--- src/rtl/rr_chan_mux_pkg.sv ---
// Shared definitions for the round-robin channel mux: arbitration mode
// encodings and the channel-index width derivation.
package rr_chan_mux_pkg;

    localparam logic RR_MODE    = 1'b0;
    localparam logic FIXED_MODE = 1'b1;

    // Index width is never narrower than one bit, even for two channels.
    function automatic int chan_w_f(input int n);
        if (n <= 2) begin
            return 1;
        end else begin
            return $clog2(n);
        end
    endfunction

endpackage

--- src/rtl/rr_chan_mux_rr_grant.sv ---
// Combinational arbiter: one-hot grant plus encoded index, round-robin from
// ptr or fixed lowest-index priority, suppressed entirely when en is low.
module rr_grant
    import rr_chan_mux_pkg::*;
#(
    parameter int CHANNELS = 4,
    parameter int CHAN_W   = chan_w_f(CHANNELS)
) (
    input  logic [CHANNELS-1:0] req,
    input  logic [CHAN_W-1:0]   ptr,
    input  logic                mode,
    input  logic                en,
    output logic [CHANNELS-1:0] grant,
    output logic [CHAN_W-1:0]   idx
);

    int                start_s;
    int                cand_s;
    logic [CHAN_W-1:0] cand_idx_s;
    logic              found_s;

    // Scan from the start index upward with wrap; first requester wins.
    always_comb begin
        grant      = '0;
        idx        = '0;
        found_s    = 1'b0;
        cand_s     = 0;
        cand_idx_s = '0;
        if (mode == FIXED_MODE) begin
            start_s = 0;
        end else begin
            start_s = int'(ptr);
        end
        if (en) begin
            for (int off = 0; off < CHANNELS; off++) begin
                cand_s = start_s + off;
                if (cand_s >= CHANNELS) begin
                    cand_s = cand_s - CHANNELS;
                end else begin
                    cand_s = cand_s;
                end
                cand_idx_s = CHAN_W'(cand_s);
                if (req[cand_idx_s] && !found_s) begin
                    found_s           = 1'b1;
                    grant[cand_idx_s] = 1'b1;
                    idx               = cand_idx_s;
                end else begin
                    found_s = found_s;
                end
            end
        end else begin
            found_s = 1'b0;
        end
    end

endmodule

--- src/rtl/rr_chan_mux.sv ---
// N:1 valid/ready channel mux with a one-entry registered output buffer and
// round-robin or fixed-priority arbitration.
module rr_chan_mux
    import rr_chan_mux_pkg::*;
#(
    parameter int WIDTH    = 4,
    parameter int CHANNELS = 4
) (
    input  logic                                clk,
    input  logic                                rst,
    input  logic                                prio_mode,
    input  logic [CHANNELS*WIDTH-1:0]           in_data,
    input  logic [CHANNELS-1:0]                 in_valid,
    output logic [CHANNELS-1:0]                 in_ready,
    output logic [WIDTH-1:0]                    out_data,
    output logic [chan_w_f(CHANNELS)-1:0]       out_chan,
    output logic                                out_valid,
    input  logic                                out_ready
);

    localparam int CHAN_W = chan_w_f(CHANNELS);

    logic [WIDTH-1:0]    data_q, data_d;
    logic [CHAN_W-1:0]   chan_q, chan_d;
    logic                valid_q, valid_d;
    logic [CHAN_W-1:0]   ptr_q, ptr_d;
    logic                load_en_s;
    logic                grant_en_s;
    logic [CHANNELS-1:0] grant_s;
    logic [CHAN_W-1:0]   gidx_s;
    logic [WIDTH-1:0]    sel_data_s;

    // Gating with rst keeps in_ready low for the whole reset pulse.
    assign load_en_s  = !valid_q || out_ready;
    assign grant_en_s = load_en_s && !rst;

    rr_grant #(
        .CHANNELS (CHANNELS),
        .CHAN_W   (CHAN_W)
    ) u_grant (
        .req   (in_valid),
        .ptr   (ptr_q),
        .mode  (prio_mode),
        .en    (grant_en_s),
        .grant (grant_s),
        .idx   (gidx_s)
    );

    // One-hot AND-OR select of the granted channel's word.
    always_comb begin
        sel_data_s = '0;
        for (int i = 0; i < CHANNELS; i++) begin
            sel_data_s = sel_data_s | (in_data[i*WIDTH +: WIDTH] & {WIDTH{grant_s[i]}});
        end
    end

    // Buffer and pointer next-state: load on grant, drain on accept, else hold.
    always_comb begin
        data_d  = data_q;
        chan_d  = chan_q;
        valid_d = valid_q;
        ptr_d   = ptr_q;
        if (|grant_s) begin
            data_d  = sel_data_s;
            chan_d  = gidx_s;
            valid_d = 1'b1;
            if (gidx_s == CHAN_W'(CHANNELS - 1)) begin
                ptr_d = '0;
            end else begin
                ptr_d = gidx_s + CHAN_W'(1);
            end
        end else if (valid_q && out_ready) begin
            valid_d = 1'b0;
        end else begin
            valid_d = valid_q;
        end
    end

    // State registers with asynchronous reset.
    always_ff @(posedge clk or posedge rst) begin
        if (rst) begin
            data_q  <= '0;
            chan_q  <= '0;
            valid_q <= 1'b0;
            ptr_q   <= '0;
        end else begin
            data_q  <= data_d;
            chan_q  <= chan_d;
            valid_q <= valid_d;
            ptr_q   <= ptr_d;
        end
    end

    assign in_ready  = grant_s;
    assign out_data  = data_q;
    assign out_chan  = chan_q;
    assign out_valid = valid_q;

endmodule

--- config.mk ---
export PLATFORM = sky130hd
export DESIGN_NAME = rr_chan_mux
export DESIGN_NICKNAME = d
export VERILOG_FILES = /design/src/rtl/rr_chan_mux_pkg.sv /design/src/rtl/rr_chan_mux_rr_grant.sv /design/src/rtl/rr_chan_mux.sv
export SDC_FILE = /design/constraint.sdc
export NUM_CORES = 1
export LEC_CHECK = 0
export ABC_CLOCK_PERIOD_IN_PS = 2000
export BUFFER_PORTS_ARGS = -buffer_cell sky130_fd_sc_hd__buf_2
export CAP_MARGIN = 20
export CORE_UTILIZATION = 30
export CTS_CLUSTER_SIZE = 8
export DETAILED_ROUTE_END_ITERATION = 10
export SYNTH_ARGS = -nofsm -noshare
export SYNTH_HDL_FRONTEND = slang
export SYNTH_SLANG_ARGS = --single-unit
--- constraint.sdc ---
create_clock -name clk -period 2 [get_ports clk]
set_input_delay 0 -clock clk [delete_from_list [all_inputs] [get_ports clk]]
set_output_delay 0 -clock clk [all_outputs]
set_load 0.05 [all_outputs]
==> summary.md, run 1 <==
| Metric | Value |
|---|---|
| Gr ovfl total | 0 |
| Rows | 18 |
| PortBufs | 34 |
| Skew-Pair Late Insertion Delay | 0.26 ns |
| DRC marker count from the first detailed-route iteration | 27 |
| Non-Filler Instances | 183 |
| Avg Cell Area, Syn | 8.21 sq um |
| Inserted Diodes | 0 |
| Vias in the first global route | 903 |
| Worst Hold Class | in2reg |
| Power per Cell Area | 1320 nW/um^2 |
| Cells after synthesis | 103 |
| P&R area growth vs syn | 57.0% |
| # DRC | 0 |
| Starting density of the core | between 30% and 40% |
| Pin count of the biggest net entering global routing | 12 |
| Worst EP required | ~2.2 ns |
| Crit path max fanout | 8 |
| First-pass GRT wire length | 4130 microns |
| Post-synth top flop | dfrtp_1 |
| #FFs+latches synth | 9 |
| Final WL | 2810 microns |
| Post-DR wirelength/cell | about 15 microns |
| RSZ-0062 raised after global routing | true |
| DR vias/cell | 5.47 |
| Crit share post-route | 103% |
| Core box area | 2570 sq um |
| Clock buffer depth | 2 |
| Dpl cells | 170 |
| Final Skew | 0.000395 ns |
| Status | finished with violations |
| Nets | 178 |
| Number of unique standard cell types used by synthesis | a little over 40 |
| Initial antenna violation count | 0 |
| Via count | 1,001 |
| Die width | 55.1 microns |
| CTS tree | built |
| Max_slew headroom | 71.8% |
| Worst setup path class | reg2reg |
| HPWL after DPL | about 1800 microns |
| Post-Route Setup TNS | -0.229 ns |
| Fmax | roughly 0.49 GHz |
| Endpoint class of the critical path | flip-flop |
| Root buffer cell | clkbuf_4 |
| Minimum clock period | 2.06 ns |
| Critical Path AT | 2.23 ns |
| Number of fill cells | 251 |
| CTS H-tree depth | 1 |
| Final setup violation count | 7 |
| Slowest stage delay, CP | about 0.43 ns |
| Sequential area share after synthesis | about a quarter |
| Net count after synthesis | ~130 |
| Fin. max-slew vios | 0 |
| Total power | between 1.5 and 2 mW |
| Mapped cell area | approximately 850 sq um |
| Max Cap Viol | 0 |
| Post-Route Utilization | 51.7% |
| Post-synth EDFFs | 0 |
| Worst-path clk slew | 0.07 ns |
| Failing checks | negative setup slack |
| TritonCTS buffer count | 3 |
| Final hold vios | 0 |
| Sink Count | 9 |
| FFs w/ async S/R, synth | 100% |
| Most frequent cells in the layout | buf_2 (30), inv_1 (20), buf_4 (13) |
| Leakage | 0.651 nW |
| Commonest non-fill, non-tap cell in the layout | buf_2 |
| Slowest CP cell | dfrtp_1 |
| GRT Total Usage | 19.3% |
| Die Y | 55.1 microns |
| Full die area | 3040 sq um |
| Final Worst Setup Slack | -0.0581 ns |
| Slew @ Worst Pin | 0.421 ns |
| Synth warn | 0 |
| Placer congestion estimate | around 0.84 |
| Antenna violation net count after detailed routing | 0 |
| Peak supply drop | 0.845 mV |
| TritonRoute pass-1 iters | 4 |
| Worst-path cell chain | mux2_4 > a221o_1 > o211ai_2 > and4_1 > buf_6 > a211oi_2 > a311oi_2 |
| Share of layout cells above drive strength 1 | between 50% and 60% |
| I/O Pins | 35 |
| Startpoint types | flip-flop |
## repair_timing
item | in CTS | in global routing
gates resized for setup | 9 | 27
gates cloned | 0 | 1
endpoints found under the hold margin | 10 | 0
endpoints found under the setup margin | 5 | 12
hold buffers | 2 | 0
pin swaps | 1 | 19
setup buffers | 0 | 6
## routing by layer
layer,track usage (%),wire (microns),vias to the layer above
li1,-,-,481
met1,24.6,1310,480
met5,0,0,-
met4,5.00,8,0
met2,31.9,1350,38
met3,5.19,140,2
## Yosys cell counts, types with 2 or more instances
cell type,n,area share (%)
a211o_1,2,2.1
a211oi_2,4,5.9
a21oi_1,3,1.8
a311oi_1,4,4.1
a31oi_1,3,2.2
buf_2,2,1.2
buf_4,2,1.8
buf_6,2,2.7
dfrtp_1,9,27
inv_1,20,8.9
nand2_1,2,0.89
nand2b_1,2,1.5
nor2_1,10,4.4
nor4_1,3,2.2
nor4bb_1,2,2.4
o211ai_1,2,1.8
o211ai_2,2,3.0
o22ai_1,5,3.7
o311ai_1,2,2.1
## critical path, delay by kind of cell (launching register included)
family	cells	cell delay [ns]
AO/OA/AOI/OAI	4	0.82
AND/OR/NAND/NOR	1	0.24
multiplexers	1	0.32
flip-flops	1	0.43
buffers and inverters	1	0.16
## sequential cells by signal, summed over array words and instances, names as in the netlist
register	cells
out_data	4
out_valid	1
out_chan	2
ptr_q	2
## cell families (layout without fill, tap and decap cells)
logic type             count (synthesis)  count (layout)  synth area share, %
buffers and inverters                 27              77                 14.9
muxes                                  1               1                 1.33
AOI/OAI and AO/OA                     35              35                 35.1
DFF                                    9               9                 26.6
and+or+nand+nor                       31              31                 22.0
## final cells by class
class                      instances  area, sq um  share of cell area, %
sequential                         9          228                   17.2
timing repair buffer              53          354                   26.7
clock buffer                       4         26.3                   1.98
tap                               30         37.5                   2.83
inverter                          20         75.1                   5.66
multi-input combinational         67          607                   45.7
## worst paths after layout
path	startpoint	endpoint	slack (ns)	cells after the start
max in group asynchronous	rst	out_valid	1.43	3
max	ptr_q[1]	out_data[2]	-0.06	7
min reg2reg	out_chan[1]	out_chan[1]	0.49	2
max reg2reg	ptr_q[1]	out_data[2]	-0.06	7
min in group asynchronous	rst	ptr_q[0]	0.28	3
min	in_data[8]	out_data[0]	0.03	3
## metrics by stage
stage,cell area (sq um),worst slack [ns],hold slack (ns)
after global placement,1080,0.0332,0.0142
after global routing,1330,-0.136,0.00762
final,1330,-0.0581,0.0316
after CTS,1160,-0.0339,0.00449
after detailed placement,1080,-0.0102,0.0299
after floorplan,847,0.0560,-0.172
## power by group
group | total, mW | switching (mW) | internal [mW]
sequential | 0.355 | 0.0742 | 0.281
clock | 0.150 | 0.0727 | 0.0771
combinational | 1.25 | 0.754 | 0.498
total | 1.76 | 0.901 | 0.856
Note: power is estimated with default switching activity, not from simulation.
==> inputs of run 2 (changes only) <==
Settings changed: REMOVE_ABC_BUFFERS set to 1.
==> run 2 against run 1 <==
The run still ends with negative setup slack left. Non-clock buffer count shrank 5. Die area stayed put. Worst hold slack worse by 0.014 ns. Flip-flop and latch count is the same. Clock skew up 0.0026 ns. Cell count fell by 2.7%. Via count decreased by 3.5%. Power down 2.5%. Utilization fell by 1.3 points. Critical path type is now reg2out.
==> summary.md, run 2 (synthesized netlist as in run 1, its figures left out) <==
| Metric | Value |
|---|---|
| Endpoint class of the critical path | output pin (was flip-flop) |
| Final Skew | 0.00296 ns (was 0.000395 ns) |
| Max Cap Viol | 0 (unchanged) |
| Reg2reg path depth | 8 (was 7) |
| Root buffer cell | clkbuf_4 (unchanged) |
| Worst EP required | 2.00 ns (was 2.17 ns) |
| Worst setup path class | reg2out (was reg2reg) |
| Fin. max-slew vios | 0 (unchanged) |
| Register Area | 226 sq um (was 228 sq um) |
| Vias in the first global route | 864 (was 903) |
| DR WL met2 | 1350 microns (about the same) |
| Switch share | 51.5% (was 51.3%) |
| RSZ-0062 raised after global routing | true (unchanged) |
| Power per Cell Area | 1320 nW/um^2 (about the same) |
| Pin count of the biggest net entering global routing | 12 (unchanged) |
| FF-to-FF Start | ptr_q[1] (unchanged) |
| First-pass GRT wire length | 3870 microns (was 4130 microns) |
| Gr ovfl total | 0 (unchanged) |
| Place WS | -0.117 ns (was -0.0102 ns) |
| Cell-internal power | 0.830 mW (was 0.856 mW) |
| Die Y | 55.1 microns (unchanged) |
| Fmax | 0.461 GHz (was 0.486 GHz) |
| DR WL met3 | 137 microns (was 140 microns) |
| TritonCTS buffer count | 3 (unchanged) |
| Post-DP Area | 1080 sq um (about the same) |
| # DRC | 0 (unchanged) |
| Number of fill cells | 250 (was 251) |
| Flop pwr share | 20.9% (was 20.2%) |
| Most frequent cells in the layout | buf_2 (30), inv_1 (18), buf_4 (10) (was buf_2 (30), inv_1 (20), buf_4 (13)) |
| Crit path max fanout | 3 (was 8) |
| P&R area growth vs syn | 53.1% (was 57.0%) |
| Commonest non-fill, non-tap cell in the layout | buf_2 (unchanged) |
| Full die area | 3040 sq um (unchanged) |
| Hold Crit Depth | 3 (unchanged) |
| Post-Route Setup TNS | -0.820 ns (was -0.229 ns) |
| Via count | 966 (was 1,001) |
| Max FFs per register | 4 (unchanged) |
| CTS tree | built (unchanged) |
| GRT Total Usage | 18.2% (was 19.3%) |
| Critical Path AT | 2.17 ns (was 2.23 ns) |
| Worst Hold Class | in2reg (unchanged) |
| Startpoint types | flip-flop (unchanged) |
| Met1 wire length | 1130 microns (was 1310 microns) |
| Starting density of the core | 32.9% (unchanged) |
| P_sw | 0.882 mW (was 0.901 mW) |
| RR Endpoint | out_data[3] (was out_data[2]) |
| Initial antenna violation count | 0 (unchanged) |
| Placer congestion estimate | 0.822 (was 0.842) |
| Worst-path clk slew | 0.07 ns (about the same) |
| Final hold vios | 0 (unchanged) |
| Nets | 173 (was 178) |
| Max_slew headroom | 71.4% (was 71.8%) |
| Failing checks | negative setup slack (unchanged) |
| TritonRoute pass-1 iters | 4 (unchanged) |
| Inserted Diodes | 0 (unchanged) |
| Skew-Pair Late Insertion Delay | 0.27 ns (was 0.26 ns) |
| Hold Crit Endpoint | out_data[1] (was out_data[0]) |
| Clk pwr share | 8.7% (was 8.5%) |
| DRC marker count from the first detailed-route iteration | 21 (was 27) |
| DR vias/cell | 5.43 (was 5.47) |
| R2r setup slk | -0.15 ns (was -0.06 ns) |
| DR top layer | met4 (unchanged) |
| Share of layout cells above drive strength 1 | 53.4% (was 52.3%) |
| Dpl cells | 170 (unchanged) |
| Sink Count | 9 (unchanged) |
| HPWL after DPL | 1780 microns (was 1840 microns) |
| Final setup violation count | 8 (was 7) |
| Minimum clock period | 2.17 ns (was 2.06 ns) |
| Combinational power share | 70.3% (was 71.3%) |
| Clock buffer depth | 2 (unchanged) |
| Crit share post-route | 108% (was 103%) |
| Hold path startpoint | in_data[9] (was in_data[8]) |
| Die width | 55.1 microns (unchanged) |
| Final WL | 2670 microns (was 2810 microns) |
| Non-Filler Instances | 178 (was 183) |
| Post-DR wirelength/cell | 15.0 microns (was 15.3 microns) |
| I/O Pins | 35 (unchanged) |
| CTS H-tree depth | 1 (unchanged) |
| Cell area after layout | 1290 sq um (was 1330 sq um) |
| PortBufs | 34 (unchanged) |
| Slew @ Worst Pin | 0.427 ns (was 0.421 ns) |
| Antenna violation net count after detailed routing | 0 (unchanged) |
| Rows | 18 (unchanged) |
| Status | finished with violations (unchanged) |
| Final Worst Setup Slack | -0.170 ns (was -0.0581 ns) |
| Core box area | 2570 sq um (unchanged) |
| Multi-input combinational cell area | 602 sq um (was 607 sq um) |
| Peak supply drop | 0.701 mV (was 0.845 mV) |
| Leakage | 0.620 nW (was 0.651 nW) |
| Hold Worst Slack | 0.0181 ns (was 0.0316 ns) |
[run 2: cell count changes in the layout (fill, tap and decap cells not counted), sizes merged]
cell	delta
buf	-2
clkbuf	-2
dlygate4sd3	-1
[run 2: repair_timing]
item	4_1_cts	5_1_grt
cloned	0	0
setup buffers	3	0
pin swaps	7	2
setup endpoints to repair	11	13
resized for setup	21	18
hold buffers	1	0
hold endpoints to repair	9	0
[run 2: power groups by stage]
stage                     clock (mW)  combinational (mW)  sequential, mW
final                          0.150                1.20           0.358
after global routing           0.164                1.29           0.368
after CTS                      0.151                1.11           0.348
after detailed placement           0               0.978           0.354
after global placement             0               0.969           0.348
after floorplan                    0               0.411           0.621
[run 2: cell type report]
type,count,area share [%]
clock buffer,4,2.03
inverter,20,5.99
multi-input combinational,67,46.5
tap,30,2.90
timing repair buffer,48,25.1
sequential,9,17.5
[run 2: worst max-delay path by stage]
stage,from,end,depth (start not counted)
finish,ptr_q[1],in_ready[2],7
global route,ptr_q[1],in_ready[2],7
CTS,ptr_q[1],out_data[1],7
detailed placement,ptr_q[0],out_data[0],6
global placement,ptr_q[1],out_data[1],8
floorplan,ptr_q[1],ptr_q[0],6
[run 2: per-layer routing]
layer,up-vias,track usage [%]
met5,-,0
met4,0,11.3
met3,6,2.46
met2,41,29.3
met1,447,22.6
li1,472,-
[run 2: critical path, stage by stage (launching register included)]
cell,delay [ns]
dfrtp_1,0.42
mux2_4,0.32
a221o_1,0.37
nor3_2,0.17
o211ai_1,0.20
buf_4,0.22
inv_4,0.06
buf_8,0.13
[run 2: stage by stage]
step | power, mW | util [%]
after global placement | 1.32 | 42.0
final | 1.71 | 50.4
after global routing | 1.82 | 50.4
after floorplan | 1.03 | -
after detailed placement | 1.33 | 42.0
after CTS | 1.61 | 47.5
